### src/rtl/hilo_muldiv_ctrl.sv
// HI/LO write sequencer for the E stage: MTHI/MTLO pass-through, multi-cycle multiply
// and a 32-step restoring divide, with E-stage stall while an operation is in flight.
module hilo_muldiv_ctrl #(
  parameter int unsigned MUL_CYCLES = 2
) (
  input  logic        clk,
  input  logic        rst,
  input  logic        start,
  input  logic [2:0]  op,
  input  logic [31:0] src_a,
  input  logic [31:0] src_b,
  input  logic [63:0] hilo_cur,
  input  logic        flush,
  output logic        stall_e,
  output logic        hilo_we,
  output logic [63:0] hilo_wdata
);

  localparam logic [2:0] OpMult  = 3'd1;
  localparam logic [2:0] OpMultu = 3'd2;
  localparam logic [2:0] OpDiv   = 3'd3;
  localparam logic [2:0] OpDivu  = 3'd4;
  localparam logic [2:0] OpMthi  = 3'd5;
  localparam logic [2:0] OpMtlo  = 3'd6;

  typedef enum logic [1:0] {StIdle, StMul, StDiv} state_e;

  state_e      state_q;
  logic [4:0]  cnt_q;
  logic [31:0] opa_q;      // multiplicand, or dividend/quotient shift register
  logic [31:0] opb_q;      // multiplier, or divisor magnitude
  logic [31:0] rem_q;
  logic        mul_signed_q;
  logic        neg_quo_q;
  logic        neg_rem_q;

  logic        is_mul, is_div, div_ok;
  logic [63:0] mul_a, mul_b, product;
  logic [32:0] rem_sh, diff;
  logic        fits;
  logic [31:0] rem_nxt, quo_nxt, rem_fix, quo_fix;
  logic [31:0] abs_a, abs_b;
  logic        sa, sb;

  always_comb begin
    is_mul  = (op == OpMult) || (op == OpMultu);
    is_div  = (op == OpDiv) || (op == OpDivu);
    div_ok  = src_b != 32'd0;
    stall_e = rst & ~flush & ((state_q != StIdle) |
              ((state_q == StIdle) & start & is_mul) |
              ((state_q == StIdle) & start & is_div & div_ok));

    mul_a   = {{32{mul_signed_q & opa_q[31]}}, opa_q};
    mul_b   = {{32{mul_signed_q & opb_q[31]}}, opb_q};
    product = mul_a * mul_b;

    // One restoring step; the final step feeds the write data directly.
    rem_sh  = {rem_q, opa_q[31]};
    diff    = rem_sh - {1'b0, opb_q};
    fits    = ~diff[32];
    rem_nxt = fits ? diff[31:0] : rem_sh[31:0];
    quo_nxt = {opa_q[30:0], fits};
    quo_fix = neg_quo_q ? (32'd0 - quo_nxt) : quo_nxt;
    rem_fix = neg_rem_q ? (32'd0 - rem_nxt) : rem_nxt;

    sa      = (op == OpDiv) & src_a[31];
    sb      = (op == OpDiv) & src_b[31];
    abs_a   = sa ? (32'd0 - src_a) : src_a;
    abs_b   = sb ? (32'd0 - src_b) : src_b;
  end

  always_ff @(posedge clk) begin
    if (!rst) begin
      state_q      <= StIdle;
      cnt_q        <= 5'd0;
      opa_q        <= 32'd0;
      opb_q        <= 32'd0;
      rem_q        <= 32'd0;
      mul_signed_q <= 1'b0;
      neg_quo_q    <= 1'b0;
      neg_rem_q    <= 1'b0;
      hilo_we      <= 1'b0;
      hilo_wdata   <= 64'd0;
    end else begin
      hilo_we <= 1'b0;
      if (flush) begin
        state_q <= StIdle;
      end else begin
        unique case (state_q)
          StIdle: begin
            if (start) begin
              case (op)
                OpMthi: begin
                  hilo_we    <= 1'b1;
                  hilo_wdata <= {src_a, hilo_cur[31:0]};
                end
                OpMtlo: begin
                  hilo_we    <= 1'b1;
                  hilo_wdata <= {hilo_cur[63:32], src_a};
                end
                OpMult, OpMultu: begin
                  state_q      <= StMul;
                  cnt_q        <= 5'(MUL_CYCLES - 1);
                  opa_q        <= src_a;
                  opb_q        <= src_b;
                  mul_signed_q <= (op == OpMult);
                end
                OpDiv, OpDivu: begin
                  if (div_ok) begin
                    state_q   <= StDiv;
                    cnt_q     <= 5'd31;
                    opa_q     <= abs_a;
                    opb_q     <= abs_b;
                    rem_q     <= 32'd0;
                    neg_quo_q <= sa ^ sb;
                    neg_rem_q <= sa;
                  end
                end
                default: ;
              endcase
            end
          end
          StMul: begin
            if (cnt_q == 5'd0) begin
              state_q    <= StIdle;
              hilo_we    <= 1'b1;
              hilo_wdata <= product;
            end else begin
              cnt_q <= cnt_q - 5'd1;
            end
          end
          StDiv: begin
            rem_q <= rem_nxt;
            opa_q <= quo_nxt;
            if (cnt_q == 5'd0) begin
              state_q    <= StIdle;
              hilo_we    <= 1'b1;
              hilo_wdata <= {rem_fix, quo_fix};
            end else begin
              cnt_q <= cnt_q - 5'd1;
            end
          end
          default: state_q <= StIdle;
        endcase
      end
    end
  end

endmodule

### config.mk
export PLATFORM = sky130hd
export DESIGN_NAME = hilo_muldiv_ctrl
export DESIGN_NICKNAME = d
export VERILOG_FILES = /design/src/rtl/hilo_muldiv_ctrl.sv
export SDC_FILE = /design/constraint.sdc
export NUM_CORES = 2
export LEC_CHECK = 0
export ABC_AREA = 1
export ABC_CLOCK_PERIOD_IN_PS = 10300
export CORE_ASPECT_RATIO = 0.7
export CORE_MARGIN = 3
export CORE_UTILIZATION = 55
export CTS_CLUSTER_DIAMETER = 40
export DETAILED_ROUTE_END_ITERATION = 8
export GPL_TIMING_DRIVEN = 0
export PLACE_DENSITY = 0.73
export SYNTH_ARGS = -nofsm -noshare
export SYNTH_HDL_FRONTEND = slang
export SYNTH_SLANG_ARGS = --single-unit
### constraint.sdc
create_clock -name clk -period 10.3 [get_ports clk]
set_input_delay 2.06 -clock clk [delete_from_list [all_inputs] [get_ports clk]]
set_output_delay 2.06 -clock clk [all_outputs]
set_load 0.02 [all_outputs]
==> flow_summary_export.csv <==
group,metric,value,unit
floorplan,pin_count,201,
synth,ys_ff_latch,171,
sta,slew_violations,0,
power,power_frac_seq,19.9,%
synth,seq_area_frac_synth,6.40,%
setup_path,arrival,10.76,ns
clock_network,ctsRootBufferMaster,"clkbuf_16",
setup_path,crit_type,"reg -> reg",
power,power_density,64.0,mW/mm2
setup_path,cp-start-kind,"register",
place,place_inst,8791,
synth,yosys_warnings,0,
cells_and_area,stdcell_count,8834,
synth,synth-edff-count,0,
floorplan,die_h,267,um
drt,antenna_left,0,
synth,yosysUniqueCellTypes,52,
cells_and_area,finalCoreUtilization,60.0,%
worst_hold_path,holdPathStages,2,
global_routing,grt_antenna_before_repair,9,
setup_path,reg2regPathDepth,24,
synth,netlist_instances,7330,
place,place_area,0.0571,mm2
drt,via_per_inst,5.84,
drt,drt_wl_total,226000,um
floorplan,core,0.0963,mm2
global_routing,grt-ovfl-total,0,
floorplan,row_count,95,
run_status,violations,"negative setup slack",
global_routing,grt_pass1_vias,48899,
global_routing,grt_max_degree,25,
cells_and_area,area_growth,8.00,%
power,power_frac_clock,19.8,%
power,p_int,1720,uW
sta,rsz0062_at_grt,"false",
power,p_sw_share,53.6,%
floorplan,die_x,379,um
clock_network,path_clk_slew,0.07,ns
setup_path,crit_required,10.70,ns
drt,post-route-drc-count,0,
clock_network,clk_latency,0.48,ns
clock_network,h-tree-depth,4,
flow_run,maxCapViolCount,0,
drt,wl_per_cell,25.6,um
synth,synthesis.area,0.0535,mm2
sta,layout_setup_ws,-0.0646,ns
sta,final-hold-violation-count,0,
clock_network,cts.path.max_buffers,2,
setup_path,cp_max_fo,10,
cells_and_area,drive_above_1_share,1.77,%
sta,fin_crit_sh,101,%
sta,max_freq,0.0965,GHz
place,routabilityCongestion,1.08,
cells_and_area,final_nets,9057,
clock_network,cts_tree,"yes",
sta,period_needed,10.36,ns
power,p_leak,0.0302,uW
floorplan,die-area,0.101,mm2
setup_path,endpoint_kind,"register",
drt,vias,51605,
run_status,outcome,"finished, violations left",
synth,synthArstFlopShare,0,%
power,switchingPower,1980,uW
drt,initialDrtViolationCount,7741,
sta,worstMarginPinSlew,1.45,ns
global_routing,grt_pass1_wl,327000,um
sta,hold_ws,0.463,ns
sta,setup_violations,3,
drt,drt-pass1-iter-count,7,
power,ir_worst_vdd,0.149,mV
sta,clock_skew,0.0173,ns
clock_network,numCtsBuffers,17,
clock_network,hold_buffers,0,
place,dp_hpwl,195000,um
power,combinationalPowerShare,60.3,%
global_routing,grtUsageTotal,45.0,%
synth,syn-num-nets,8845,
place,port_buffers,200,
clock_network,cts_sinks,171,
worst_hold_path,hold_class,"reg -> reg",
synth,avgSynthCellArea,7.30,um2
cells_and_area,design_area,0.0578,mm2
sta,slew_headroom,3.27,%
floorplan,start_util,55.6,%
power,finalPower,3700,uW
synth,synth_ff_type,"dfxtp_1",
==> cells in the mapped netlist (41+ instances only) <==
cell / number / area share (%)
a21oi_1: 433 / 4.0
buf_1: 75 / 0.53
clkbuf_1: 290 / 2.0
dfxtp_1: 171 / 6.4
fa_1: 1126 / 42
ha_1: 254 / 5.9
inv_1: 1887 / 13
nand2_1: 1856 / 13
nand3_1: 236 / 2.2
nor2_1: 306 / 2.1
nor3_1: 41 / 0.38
o21ai_0: 257 / 2.4
xor2_1: 49 / 0.80
==> stage by stage <==
stage | setup WS, ns | setup TNS (ns)
final | -0.0646 | -0.134
after global routing | 0.00407 | 0
after global placement | -0.675 | -2.70
after detailed placement | -0.697 | -3.09
after floorplan | 2.45 | 0
after CTS | 0.0483 | 0
==> power groups by stage <==
| stage | clock [uW] | combinational [uW] | sequential, uW |
|---|---|---|---|
| 2_1_floorplan | 0 | 1250 | 740 |
| 3_3_place_gp | 0 | 2120 | 727 |
| 3_5_place_dp | 0 | 2130 | 728 |
| 4_1_cts | 727 | 2140 | 717 |
| 5_1_grt | 750 | 2360 | 736 |
| 6_report | 733 | 2230 | 735 |
==> metal layers <==
metal	vias to the layer above	track usage, %	wire length [um]
met5	-	0.472	324
met4	20	14.5	8810
met3	532	22.4	41400
met2	3910	57.9	85600
met1	25204	65.0	90400
li1	21939	-	-
==> layout make-up <==
type                    count  area [um2]
clock inverters            12         161
diodes                     18        45.0
inverters                1896        7120
fillers                  9159       38500
repair buffers            202        2020
flip-flops and latches    171        3430
well taps                1261        1580
plain buffers             371        1480
clock buffers              20         447
multi-input cells        4883       41500
==> timing repair <==
item	CTS	global route
resized for setup	4	20
pin swaps	0	0
endpoints found under the setup margin	14	18
buffers inserted	0	2
==> logic make-up after synthesis <==
family / share of synthesized area [%]
AND/OR/NAND/NOR: 19.5
buffers and inverters: 16.1
adder cells (fa/ha/maj): 48.1
AO/OA/AOI/OAI: 8.52
flip-flops: 6.40
XOR/XNOR: 1.42
==> layout by cell type, fill, tap and decap left out, types with 75 or more instances in the layout <==
cell                n
nand2_1          1856
fa_1             1124
o21ai_0           257
ha_1              254
inv_1            1886
clkbuf_1          276
nand3_1           235
dfxtp_1           168
buf_1              75
clkdlybuf4s50_1   200
nor2_1            306
a21oi_1           433
==> worst max-delay path, stage by stage, from the launching register on <==
cell and delay (ns):
dfxtp_1 0.38, clkbuf_1 0.83, buf_1 0.71, nand2_1 0.19, fa_1 0.53, fa_1 0.49, inv_1 0.05, fa_1 0.51
inv_1 0.07, fa_1 0.56, fa_1 0.46, fa_1 0.54, fa_1 0.51, inv_1 0.05, fa_1 0.52, ha_1 0.51
nand2_1 0.18, nor2_1 0.12, inv_1 0.09, o21ai_0 0.98, a21oi_1 0.26, xor2_1 0.25, o21ai_0 1.02, o211ai_1 0.27
a21oi_1 0.20
==> registers in the layout (all words and copies together), names as in the netlist <==
name	flops
neg_rem_q	1
rem_q	32
mul_signed_q	1
state_q	2
neg_quo_q	1
cnt_q	5
hilo_we	1
opb_q	32
opa_q	32
hilo_wdata	64
==> final timing paths <==
| kind | startpoint | to | slack (ns) |
|---|---|---|---|
| setup / recovery | opa_q[16] | hilo_wdata[36] | -0.06 |
| hold / removal | hilo_wdata[19] | hilo_wdata[19] | 0.46 |
| setup reg to reg | opa_q[16] | hilo_wdata[36] | -0.06 |
| hold reg to reg | hilo_wdata[19] | hilo_wdata[19] | 0.46 |
Power figures use the tool's default switching activity.
